==> src/rtl/ps2_pkg.sv <==
// Shared PS/2 definitions: host-transmit FSM states, common command bytes and
// frame construction used by the host transmitter.
package ps2_pkg;

    typedef enum logic [2:0] {
        S_IDLE,
        S_INHIBIT,
        S_START,
        S_SHIFT,
        S_ACK,
        S_WAIT_IDLE
    } state_t;

    localparam logic [7:0] ACK      = 8'hFA;
    localparam logic [7:0] RESEND   = 8'hFE;
    localparam logic [7:0] SET_LEDS = 8'hED;

    // Shift-out order is LSB first: data[0..7], odd parity, stop.
    function automatic logic [9:0] make_frame(input logic [7:0] d);
        return {1'b1, ~^d, d};
    endfunction

endpackage

==> src/rtl/ps2_line_filter.sv <==
// Hysteresis filter for one PS/2 line: the output follows the synchronised input
// only after FILTER_LEN consecutive samples disagree with it.
module ps2_line_filter #(
    parameter int FILTER_LEN = 16
) (
    input  logic clk,
    input  logic rst,
    input  logic raw,
    output logic filt
);
    localparam int CW = $clog2(FILTER_LEN + 1);

    logic [1:0]    sync;
    logic [CW-1:0] cnt;

    // Two-flop synchroniser first: the pad is driven by the device's own clock.
    always_ff @(posedge clk or posedge rst) begin
        if (rst) begin
            sync <= 2'b11;
            cnt  <= '0;
            filt <= 1'b1;
        end else begin
            sync <= {sync[0], raw};
            if (sync[1] == filt) begin
                cnt <= '0;
            end else if (cnt == CW'(FILTER_LEN - 1)) begin
                filt <= sync[1];
                cnt  <= '0;
            end else begin
                cnt <= cnt + 1'b1;
            end
        end
    end

endmodule

==> src/rtl/ps2_host_tx.sv <==
// PS/2 host-to-device transmitter: inhibits the clock, issues request-to-send,
// shifts a byte out on device clock falling edges and checks the device ACK.
module ps2_host_tx
    import ps2_pkg::*;
#(
    parameter int CLK_HZ         = 50_000_000,
    parameter int INHIBIT_CYCLES = 5_000,
    parameter int TIMEOUT_CYCLES = 750_000,
    parameter int FILTER_LEN     = 16
) (
    input  logic       CLOCK_50,
    input  logic       reset,
    input  logic       ps2_clk_in,
    input  logic       ps2_data_in,
    output logic       ps2_clk_oe,
    output logic       ps2_data_oe,
    input  logic [7:0] tx_data,
    input  logic       tx_valid,
    output logic       tx_ready,
    output logic       tx_done,
    output logic       tx_error,
    output logic       busy
);
    localparam int WW = $clog2(TIMEOUT_CYCLES + 1);

    state_t        state, state_nx;
    logic [WW-1:0] wdog;
    logic [9:0]    shreg;
    logic [3:0]    bitcnt;
    logic          data_drv;
    logic          ack_ok;
    logic          clk_f, data_f, clk_prev;
    logic          fall, timeout, accept;

    ps2_line_filter #(.FILTER_LEN(FILTER_LEN)) u_clk_filt (
        .clk (CLOCK_50),
        .rst (reset),
        .raw (ps2_clk_in),
        .filt(clk_f)
    );

    ps2_line_filter #(.FILTER_LEN(FILTER_LEN)) u_data_filt (
        .clk (CLOCK_50),
        .rst (reset),
        .raw (ps2_data_in),
        .filt(data_f)
    );

    assign fall    = clk_prev & ~clk_f;
    // The watchdog also times the inhibit pulse: both count from INHIBIT entry.
    assign timeout = (state != S_IDLE) && (wdog == WW'(TIMEOUT_CYCLES - 1));

    always_comb begin
        state_nx = state;
        accept   = 1'b0;
        tx_done  = 1'b0;
        tx_error = 1'b0;
        case (state)
            S_IDLE: if (tx_valid) begin
                accept   = 1'b1;
                state_nx = S_INHIBIT;
            end
            S_INHIBIT: if (wdog == WW'(INHIBIT_CYCLES - 1)) state_nx = S_START;
            S_START:   state_nx = S_SHIFT;
            S_SHIFT:   if (fall && bitcnt == 4'd9) state_nx = S_ACK;
            S_ACK: if (fall) begin
                state_nx = S_WAIT_IDLE;
                tx_error = data_f;
            end
            S_WAIT_IDLE: if (clk_f && data_f) begin
                state_nx = S_IDLE;
                tx_done  = ack_ok;
            end
            default: state_nx = S_IDLE;
        endcase
        // A NACK already reported its error; a later timeout must not pulse again.
        if (timeout) begin
            state_nx = S_IDLE;
            tx_done  = 1'b0;
            tx_error = !(state == S_WAIT_IDLE && !ack_ok);
        end
    end

    always_ff @(posedge CLOCK_50 or posedge reset) begin
        if (reset) begin
            state    <= S_IDLE;
            wdog     <= '0;
            shreg    <= '0;
            bitcnt   <= '0;
            data_drv <= 1'b0;
            ack_ok   <= 1'b0;
            clk_prev <= 1'b1;
        end else begin
            state    <= state_nx;
            clk_prev <= clk_f;
            if (accept) begin
                shreg  <= make_frame(tx_data);
                wdog   <= '0;
                bitcnt <= '0;
                ack_ok <= 1'b0;
            end else if (state != S_IDLE) begin
                wdog <= wdog + 1'b1;
            end
            case (state)
                S_START: begin
                    data_drv <= 1'b1;
                    bitcnt   <= '0;
                end
                S_SHIFT: if (fall) begin
                    data_drv <= ~shreg[0];
                    shreg    <= {1'b0, shreg[9:1]};
                    bitcnt   <= bitcnt + 1'b1;
                end
                S_ACK: if (fall) ack_ok <= ~data_f;
                default: ;
            endcase
            if (state_nx == S_IDLE) data_drv <= 1'b0;
        end
    end

    assign tx_ready    = (state == S_IDLE);
    assign busy        = (state != S_IDLE);
    assign ps2_clk_oe  = (state == S_INHIBIT);
    assign ps2_data_oe = data_drv &&
                         (state == S_START || state == S_SHIFT || state == S_ACK);

endmodule

==> config.mk <==
export PLATFORM = sky130hd
export DESIGN_NAME = ps2_host_tx
export DESIGN_NICKNAME = d
export VERILOG_FILES = /design/src/rtl/ps2_pkg.sv /design/src/rtl/ps2_line_filter.sv /design/src/rtl/ps2_host_tx.sv
export SDC_FILE = /design/constraint.sdc
export NUM_CORES = 1
export LEC_CHECK = 0
export BUFFER_PORTS_ARGS = -buffer_cell sky130_fd_sc_hd__buf_4
export CAP_MARGIN = 20
export CORE_MARGIN = 3
export CORE_UTILIZATION = 35
export CTS_BUF_LIST = sky130_fd_sc_hd__clkbuf_4
export DETAILED_ROUTE_END_ITERATION = 12
export GPL_ROUTABILITY_DRIVEN = 0
export HOLD_SLACK_MARGIN = 0.02
export SLEW_MARGIN = 20
export SYNTH_ARGS = -nofsm -noshare
export SYNTH_HDL_FRONTEND = slang
export SYNTH_HIERARCHICAL = 1
export SYNTH_SLANG_ARGS = --single-unit
==> constraint.sdc <==
create_clock -name CLOCK_50 -period 5.8 [get_ports CLOCK_50]
set_input_delay 1.16 -clock CLOCK_50 [delete_from_list [all_inputs] [get_ports CLOCK_50]]
set_output_delay 1.16 -clock CLOCK_50 [all_outputs]
set_load 0.005 [all_outputs]
# Word level (Yosys, flattened, before mapping)
# Cells that the tools add are included.
[op_classes]
reduce_logical = 18
n_addsub = 4
muxes = 33
eq_ne = 13
n_bitwise = 6
[op_table]
columns = ["operator", "count"]
rows = [
  ["$mux W20", 2],
  ["$mux W10", 3],
  ["$add A20 B1 Y20 const B", 1],
  ["$eq A20 B13 Y1 const B", 1],
  ["$eq A20 B20 Y1 const B", 1],
  ["$mux W5", 4],
  ["$mux W3", 6],
  ["$pmux W3 S6", 1],
  ["$mux W1", 13],
  ["$add A5 B1 Y5 const B", 2],
  ["$eq A5 B4 Y1 const B", 2],
  ["$mux W4", 2],
  ["$pmux W4 S2", 1],
  ["$reduce_xnor A8 Y1", 1],
  ["$eq A3 B2 Y1 const B", 2],
  ["$eq A3 B3 Y1 const B", 2],
  ["$logic_not A3 Y1", 2],
  ["$reduce_and A2 Y1", 3],
  ["$reduce_bool A3 Y1", 2],
  ["$logic_and A1 B1 Y1", 5],
  ["$not A1 Y1", 5],
  ["$add A4 B1 Y4 const B", 1],
  ["$eq A4 B4 Y1 const B", 1],
  ["$eq A3 B1 Y1 const B", 1],
  ["other kinds (7)", 10],
]
[totals]
wordCells = 87
inputBits = 13
regBits = 56

# Logic depth before layout (Yosys ltp)
# Gate-level depths: netlist of run 1.
[depth]
word_depth = 9
ltp_mapped = 7
ltp_nobuf = 7

# Modules after synthesis
# The synthesis of run 1 kept the hierarchy.
[modules_own_cells]
columns = ["module", "instances", "area_per_inst_um2", "cells_per_inst", "seq_area_each_um2"]
rows = [
  ["ps2_host_tx", 1, 2214.6, 235, 1002.2],
  ["ps2_line_filter", 2, 319.1, 24, 203.9],
]

# Worst setup path before layout of run 1
# Ideal clock, no wire load.
[synth_path]
path_kind = "register to output"
start = "register state[2]"
end = "output port tx_done"
path_slack_ns = 3.012
n_path_buf = 2
arrival_time_ns = 1.628
stages_incl_launch_ff = 7
cell_sequence = "dfrtp_1 or3_1 buf_6 and3_4 and3_1 buf_6 nor4b_4"
[synth_via]
elab_chain_cells = 3
elab_cells_between_ends = 5
classes_between = "eq/ne (1); mux (2); reduce/logical (2)"
[synth_lines]
columns = ["item", "line", "rtl"]
rows = [
  ["start, declared", "ps2_host_tx.sv:26", "state_t state, state_nx;"],
  ["start signal, assigned", "ps2_host_tx.sv:94", "state <= state_nx;"],
  ["$reduce_bool A3 Y1", "n/a", ""],
  ["net busy", "ps2_host_tx.sv:22", "output logic busy"],
  ["$logic_and A1 B1 Y1", "ps2_host_tx.sv:51", "assign timeout = (state != S_IDLE) && (wdog == WW'(TIMEOUT_CYCLES - 1));"],
  ["$mux W1", "ps2_host_tx.sv:77", "if (timeout) begin"],
  ["end, declared", "ps2_host_tx.sv:20", "output logic tx_done,"],
]
# The timed path passes the listed nets, and every way through them passes these cells.

# Worst setup path after layout of run 1
[layout_path]
start = "register state[0]"
end = "output port tx_done"
[layout_via]
elab_chain_cells = 3
elab_cells_between_ends = 5
classes_between = "eq/ne (1); mux (2); reduce/logical (2)"
[layout_lines]
columns = ["item", "line"]
rows = [
  ["$eq A3 B3 Y1 or $reduce_bool A3 Y1 (tied branches)", "ps2_host_tx.sv:58, ps2_host_tx.sv:51"],
  ["$mux W1 or $logic_and A1 B1 Y1 (tied branches)", "ps2_host_tx.sv:58, ps2_host_tx.sv:51"],
  ["$mux W1 *", "ps2_host_tx.sv:77"],
]
# Mark *: on every way between the ends. The rest lies on a longest branch, timed or not.

==> results of run 1 <==
-- per-stage QoR --
step / std cells / util / hold WS [ps] / setup slack [ps] / area, um2
global placement: 393 / 0.3909 / 346.7 / 2726 / 3052
global route: 401 / 0.3974 / 376.4 / 2065 / 3103
detailed placement: 393 / 0.3909 / 349.1 / 2683 / 3052
finish: 401 / 0.3974 / 368.5 / 2248 / 3103
floorplan: 283 / - / 345.2 / 3012 / 2853
CTS: 401 / 0.3974 / 370.5 / 2239 / 3103
-- logic make-up after synthesis --
| kind of cell | count (synthesis) |
|---|---|
| adder cells (fa/ha/maj) | 5 |
| AO/OA/AOI/OAI | 45 |
| multiplexers | 19 |
| buffers and inverters | 20 |
| XOR/XNOR | 16 |
| AND/OR/NAND/NOR | 122 |
| flip-flops | 56 |
-- worst reg2reg max path, delay by kind of cell (launching register included) --
family	cells	cell delay [ps]
compound gates	1	100
simple gates	2	940
buf+inv	1	270
flops	1	550
mux	1	260
-- cells in the mapped netlist (3+ instances only) --
library cell,count
and2_1,4
nand4_1,3
xor2_1,8
mux2i_1,17
dfrtp_1,49
a21oi_1,5
ha_1,5
buf_6,3
and3_2,5
and3_1,6
dfstp_2,7
or3_1,3
nand2_1,34
xnor2_1,8
buf_2,3
nor2_1,23
o21ai_0,23
clkbuf_1,4
nand3_1,19
nor2_2,4
o31ai_1,3
o211ai_1,3
inv_1,8
-- cell type report --
type,instances,area [um2],area share
Sequential cell,56,1410,0.4544
Timing Repair Buffer,19,142.6,0.04597
Clock inverter,3,13.76,0.004435
Tap cell,102,127.6,0.04113
Clock buffer,5,37.54,0.01210
Multi-Input combinational cell,207,1338,0.4310
Inverter,9,33.78,0.01089
-- state kept, by name (all words and copies together) (netlist names), 2 cells and up --
name and cells:
u_clk_filt/cnt 5, state 3, wdog 20, u_clk_filt/sync 2, bitcnt 4, shreg 10, u_data_filt/cnt 5, u_data_filt/sync 2
-- layer usage --
layer / global-route usage / up-vias / part of all wire
met3: 0.02737 / 9 / 0.024
met4: 0.05687 / 0 / 0.024
met5: 0 / - / 0
li1: - / 1019 / -
met1: 0.1676 / 989 / 0.47
met2: 0.1967 / 28 / 0.48
-- power by group --
group          internal, mW  total (mW)  switching [mW]
clock                0.0449       0.166           0.121
combinational        0.0151      0.0338          0.0187
sequential            0.397       0.400         0.00315
total                 0.457       0.599           0.142
-- worst paths after layout --
check | to | slack (ps) | cells past startpoint
max in group asynchronous | shreg[4] | 4550 | 3
worst min-delay path | u_clk_filt/sync[1] | 370 | 0
worst max-delay path | tx_done | 2250 | 5
worst min register to register | u_clk_filt/sync[1] | 370 | 0
min in group asynchronous | u_clk_filt/cnt[2] | 710 | 2
worst max register to register | shreg[3] | 3550 | 5
==> impl_metrics.tcl, run 1 <==
set metrics [dict create \
    slew_headroom 0.5268 \
    fmax_mhz 281.6 \
    synth.area.mux_share 0.06754 \
    ctsResizeCount 0 \
    setup_violations 0 \
    syn_area_per_cell_um2 10.08 \
    cts-htree-levels 2 \
    end_kind "output port" \
    crit_start "state[0]" \
    drtPass1Iterations 4 \
    synth_edf_count 0 \
    layout_common_cells "dfrtp_1 (49), nand2_1 (34), nor2_1 (23), o21ai_0 (23)" \
    synthAdderAreaFrac 0.02193 \
    crit_slowest_cell "dfrtp_1" \
    grt_pass1_vias 1982 \
    die_x_um 96.28 \
    synth_nets 301 \
    crit_fanout 14 \
    power_mw 0.5992 \
    hold_violations 0 \
    clock_latency_ps 380 \
    dp_hpwl_mm 3.881 \
    cts_buffers 5 \
    yosys.area_share.xor_xnor 0.04912 \
    layout_commonest_cell "dfrtp_1" \
    synth_top_family_by_area "simple AND/OR/NAND/NOR gates" \
    ir_drop_v 0.00009329 \
    io_pins 19 \
    p_leak_nw 1.395 \
    netlist.area_leader.share 0.4298 \
    p_per_area_mw_per_mm2 193.1 \
    wl_per_cell_um 13.30 \
    cts_buffer_depth 2 \
    post-cts-setup-buffers 0 \
    clkSinkCount 56 \
    clkSlewWorstSetupHoldPaths_ps 160 \
    outcome "complete, no violations" \
    tritoncts "yes" \
    grt_pass1_wl_mm 9.073 \
    rsz0062_at_grt "no" \
    row_count 32 \
    first_iter_violations 81 \
    synth-compound-area-share 0.09605 \
    slew_viol_final 0 \
    antennaDiodeCount 0 \
    hold_class "reg -> reg" \
    viasPerCell 5.100 \
    clockRootBuffer "clkbuf_4" \
    via_count 2045 \
    die_h_um 96.28 \
    crit_family "simple AND/OR/NAND/NOR gates" \
    dieArea_mm2 0.009270 \
    core_mm2 0.007807 \
    period_share 0.6124 \
    timing_worst_slew_pin_value_ps 709.9 \
    antenna_found_initial 0 \
    synth.ff_latch_count 56 \
    synth_top_area_cell "dfrtp_1" \
    start_util 0.3654 \
    fin_crit_ps 3552 \
    cpPeakStageDelay_ps 550 \
    drtAntennaViolNets 0 \
    r2r-start "state[0]" \
    synth-main-ff-cell "dfrtp_1" \
    area_delta_synth_final_pct 8.772 \
    crit_required_ps 4640 \
    async_flop_share 1.000 \
    fin_skew_ps 14.16 \
    min_from "u_clk_filt/sync[0]" \
    synthSimpleGateAreaFrac 0.2342 \
    start_kind "flip-flop" \
    grt_max_degree 41 \
    drive_gt1_frac 0.1806 \
    drc 0 \
    path_cells "or3_1, and3_4, and3_1, nor4b_4, buf_4" \
    max-cap-violations 0 \
    netlist_area_mm2 0.002853 \
    cts_hold_repair.buffers 0 \
    synth.area.top_cells "dfrtp_1 (43%), dfstp_2 (6.4%), mux2i_1 (6.0%)" \
    seq_area_frac_synth 0.4943 \
    tns_ps 0 \
    grt_usage 0.1263 \
    cp_num_buf_inv 1 \
    critPathKind "reg -> out" \
    drt_wl_total_mm 5.334 \
    syn-instance-count 283 \
    synth-warning-count 6 \
    crit_arrival_ps 2390 \
    fin_nets 316 \
    overflow 0 \
    port_buffers 18 \
    yosysUniqueCellTypes 52 \
    n_fill_cell 771 \
]
No activity file was read; power rests on OpenSTA's default activity.
==> run 2, diff against run 1 <==
==> constraint.sdc (replaced) <==
create_clock -name CLOCK_50 -period 3 [get_ports CLOCK_50]
set_input_delay 0.6 -clock CLOCK_50 [delete_from_list [all_inputs] [get_ports CLOCK_50]]
set_output_delay 0.6 -clock CLOCK_50 [all_outputs]
set_load 0.005 [all_outputs]
==> run 2 against run 1 <==
Clock power increased by 150%. Sequential power increased by 93%. Clock-buffer cell count unchanged. Die area unchanged. Sequential cell count unchanged. Setup slack got worse by 2100 ps. Worst hold slack got worse by 220 ps. Critical endpoint is now tx_error.
==> impl_metrics.tcl, run 2 (same netlist as run 1, synthesis figures left out) <==
set metrics [dict create \
    crit_arrival_ps 2230 \
    drtAntennaViolNets 0 \
    area_delta_synth_final_pct 10.48 \
    outcome "complete, no violations" \
    layout_common_cells "dfrtp_1 (49), nand2_1 (34), nor2_1 (23), o21ai_0 (23), buf_4 (21)" \
    comb_power_share 0.052 \
    seqPwrFrac 0.617 \
    utilization 0.4037 \
    cts_hold_repair.buffers 0 \
    port_buffers 18 \
    timing_worst_slew_pin_value_ps 572.4 \
    fin_skew_ps 10.78 \
    core_mm2 0.007807 \
    grt_pass1_wl_mm 9.218 \
    top_register "wdog" \
    clockRootBuffer "clkbuf_4" \
    die_h_um 96.28 \
    dieArea_mm2 0.009270 \
    critPathKind "reg -> out" \
    clock_latency_ps 380 \
    dp_hpwl_mm 3.836 \
    viasPerCell 5.055 \
    tritoncts "yes" \
    ctsResizeCount 0 \
    p_leak_nw 1.412 \
    cts_buffers 5 \
    fin_nets 318 \
    slew_headroom 0.6171 \
    period_share 0.9429 \
    antennaDiodeCount 0 \
    clkSlewWorstSetupHoldPaths_ps 160 \
    crit_fanout 7 \
    grt_usage 0.1271 \
    crit_required_ps 2400 \
    drc 0 \
    dp_cells 395 \
    wl_per_cell_um 13.59 \
    drive_gt1_frac 0.1927 \
    n_fill_cell 762 \
    via_count 2037 \
    post-cts-setup-buffers 0 \
    drt_wl_total_mm 5.476 \
    r2r_setup_slack_ps 850 \
    tns_ps 0 \
    die_x_um 96.28 \
    fmax_mhz 353.5 \
    fin_crit_ps 2829 \
    p_int_mw 0.9704 \
    hold_class "in -> async" \
    layout_commonest_cell "dfrtp_1" \
    slew_viol_final 0 \
    r2r-start "state[2]" \
    max-cap-violations 0 \
    cts-htree-levels 2 \
    power_frac_clock 0.330 \
    largestRegisters "wdog: 20 flops, shreg: 10 flops" \
    first_iter_violations 132 \
    reg2reg_to "ack_ok" \
    start_util 0.3654 \
    drtPass1Iterations 4 \
    reg2reg_depth 5 \
    ir_drop_v 0.0002289 \
    row_count 32 \
    clkSinkCount 56 \
    antenna_found_initial 0 \
    start_kind "flip-flop" \
    swShare 0.2252 \
    end_kind "output port" \
    fin_cells 403 \
    io_pins 19 \
    p_per_area_mw_per_mm2 397.4 \
    cts_buffer_depth 2 \
    grt_max_degree 41 \
    grt_pass1_vias 1967 \
    overflow 0 \
    hold_violations 0 \
    setup_violations 0 \
    largest_reg_flops 20 \
    power_switching_mw 0.2821 \
]
-- run 2: power by group through the flow --
| stage | combinational [mW] | clock (mW) | sequential, mW |
|---|---|---|---|
| after floorplan | 0.0422 | 0 | 0.786 |
| after global placement | 0.0667 | 0 | 0.786 |
| after detailed placement | 0.0677 | 0 | 0.787 |
| after CTS | 0.0683 | 0.430 | 0.773 |
| after global routing | 0.0758 | 0.465 | 0.775 |
| final | 0.0656 | 0.414 | 0.773 |
-- run 2: area by class of cell --
type	count	area (um2)	share of cell area
clock buffers	5	37.54	0.01191
clock inverters	3	42.54	0.01350
inverters	9	33.78	0.01072
multi-input cells	207	1343	0.4260
flip-flops and latches	56	1410	0.4474
well taps	102	127.6	0.04049
repair buffers	21	157.7	0.05002
-- run 2: layer usage --
layer	wire length [um]	GRT usage	share of wire
met1	2684	0.1740	0.49
met2	2569	0.2030	0.47
met3	168	0.02424	0.031
met4	53	0.03910	0.0097
met5	0	0	0
-- run 2: worst max path at each step --
stage	from	end	slack [ps]
finish	wdog[15]	tx_error	170
global route	wdog[10]	tx_error	-0.8
CTS	wdog[10]	tx_error	20
detailed placement	wdog[10]	tx_error	480
global placement	wdog[10]	tx_error	500
floorplan	state[2]	tx_done	770
-- run 2: metrics by stage --
step	total power, mW	setup WS [ps]	hold slack [ps]	cell area (um2)
after floorplan	0.8277	772.5	345.2	2853
after global placement	0.8531	503.9	345.7	3067
after detailed placement	0.8546	480.9	351.0	3067
after CTS	1.272	21.56	150.8	3147
after global routing	1.317	-0.8296	144.8	3152
final	1.252	171.4	149.4	3152
-- run 2: worst max-delay path, stage by stage (launching register included) --
cell and delay [ps]:
dfrtp_1 440, or4b_1 540, nor3_2 250, and3_4 300
a21oi_1 60, o21ai_1 130, buf_4 130
==> run 3, diff against run 2 <==
==> constraint.sdc (replaced) <==
create_clock -name CLOCK_50 -period 3 [get_ports CLOCK_50]
set_input_delay 0.45 -clock CLOCK_50 [delete_from_list [all_inputs] [get_ports CLOCK_50]]
set_output_delay 0.45 -clock CLOCK_50 [all_outputs]
set_load 0.005 [all_outputs]
==> run 3 against run 2 <==
Routed wire length fell by 3.5%. Critical path depth fell by 1. Total power rose by 7.3%.
==> impl_metrics.tcl, run 3 (same netlist as run 1, synthesis figures left out) <==
set metrics [dict create \
    n_fill_cell 773 \
    clockRootBuffer "clkbuf_4" \
    row_count 32 \
    dp_hpwl_mm 3.812 \
    layout_common_cells "dfrtp_1 (49), nand2_1 (34), nor2_1 (23), o21ai_0 (23), buf_4 (20)" \
    period_share 0.9460 \
    ctsResizeCount 0 \
    tritoncts "yes" \
    top_register "wdog" \
    grt_pass1_wl_mm 9.004 \
    max-cap-violations 0 \
    cts_buffers 5 \
    cts-htree-levels 2 \
    fmax_mhz 352.4 \
    timing_worst_slew_pin_value_ps 556.7 \
    stdcell_area_mm2 0.003174 \
    die_x_um 96.28 \
    start_kind "flip-flop" \
    fin_skew_ps 23.54 \
    start_util 0.3654 \
    hold-path-endpoint "u_clk_filt/sync[0]" \
    crit_required_ps 2550 \
    multiInputGateArea_mm2 0.001338 \
    setup_violations 0 \
    p_leak_nw 1.429 \
    viasPerCell 5.159 \
    overflow 0 \
    dieArea_mm2 0.009270 \
    reg2reg_depth 5 \
    largest_reg_flops 20 \
    min_from "ps2_clk_in" \
    via_count 2079 \
    drt_wl_total_mm 5.284 \
    hold_violations 0 \
    ff_latch_area_mm2 0.001410 \
    r2r-start "state[0]" \
    utilization 0.4066 \
    rsz0062_at_grt "no" \
    p_per_area_mw_per_mm2 423.5 \
    wl_per_cell_um 13.11 \
    hold_class "in -> reg" \
    whs_ps 160.5 \
    antennaDiodeCount 0 \
    core_mm2 0.007807 \
    port_buffers 18 \
    crit_arrival_ps 2390 \
    grt_pass1_vias 1945 \
    layout_commonest_cell "dfrtp_1" \
    critPathKind "reg -> out" \
    outcome "complete, no violations" \
    reg2reg_to "shreg[1]" \
    clock_latency_ps 380 \
    io_pins 19 \
    drc 0 \
    fin_nets 318 \
    slew_headroom 0.6276 \
    timing.final.ws_setup_ps 162.1 \
    grt_max_degree 33 \
    end_kind "output port" \
    antenna_found_initial 0 \
    drtPass1Iterations 4 \
    tns_ps 0 \
    slew_viol_final 0 \
    grt_usage 0.1233 \
    holdPathStages 1 \
    pre_cts_slack_ps 603.0 \
    largestRegisters "wdog: 20 flops, shreg: 10 flops" \
    r2r_setup_slack_ps 790 \
    cts_buffer_depth 2 \
    clkSinkCount 56 \
    die_h_um 96.28 \
    area_delta_synth_final_pct 11.27 \
    placed_cell_area_mm2 0.003059 \
    drtAntennaViolNets 0 \
    ir_drop_v 0.0002117 \
    first_iter_violations 80 \
    crit_fanout 14 \
    fin_crit_ps 2838 \
    clkSlewWorstSetupHoldPaths_ps 150 \
    drive_gt1_frac 0.1860 \
]
run 3: cell types whose count changed in the layout (fill, tap and decap cells not counted), sizes merged:
cell / change
clkbuf: +1
clkinvlp: -1
dlygate4sd3: +1
bufinv: +1
clkinv: -1
buf: -1
run 3: through the flow:
step	cells	power [mW]
5_1_grt	403	1.398
6_report	403	1.344
3_5_place_dp	394	0.8542
3_3_place_gp	394	0.8535
4_1_cts	403	1.367
2_1_floorplan	283	0.8277
run 3: area by class of cell:
class | count | share of cell area
Clock buffer | 6 | 0.01419
Clock inverter | 2 | 0.01892
Inverter | 9 | 0.01064
Multi-Input combinational cell | 207 | 0.4214
Sequential cell | 56 | 0.4442
Tap cell | 102 | 0.04020
Timing Repair Buffer | 21 | 0.05045
run 3: where the power goes:
part / switching [mW] / internal (mW) / total, mW
logic: 0.0359 / 0.0301 / 0.0659
clock network: 0.236 / 0.269 / 0.505
registers: 0.00629 / 0.767 / 0.773
total: 0.278 / 1.07 / 1.34
run 3: worst max path at each step:
stage | start | end | slack, ps | depth (start not counted)
CTS | wdog[10] | tx_error | 150 | 6
floorplan | state[2] | tx_done | 920 | 6
detailed placement | state[0] | tx_done | 600 | 5
global placement | state[0] | tx_done | 630 | 5
finish | state[0] | tx_done | 160 | 5
global route | state[0] | tx_done | 20 | 5
run 3: metal layers:
layer	global-route usage	routed length (um)	up-vias
met2	0.2007	2540	32
met4	0.03910	66	0
li1	-	-	1025
met3	0.02346	179	7
met5	0	0	-
met1	0.1650	2497	1015
run 3: what timing repair did:
| action | in CTS | in global routing |
|---|---|---|
| hold buffers | 1 | 0 |
| endpoints found under the hold margin | 10 | 0 |
| buffers inserted | 0 | 0 |
run 3: worst max-delay path, stage by stage (launching register included):
cell and delay [ps]:
dfrtp_1 550, or3_1 530, and3_4 240, and3_1 260, nor4b_4 300, buf_4 140
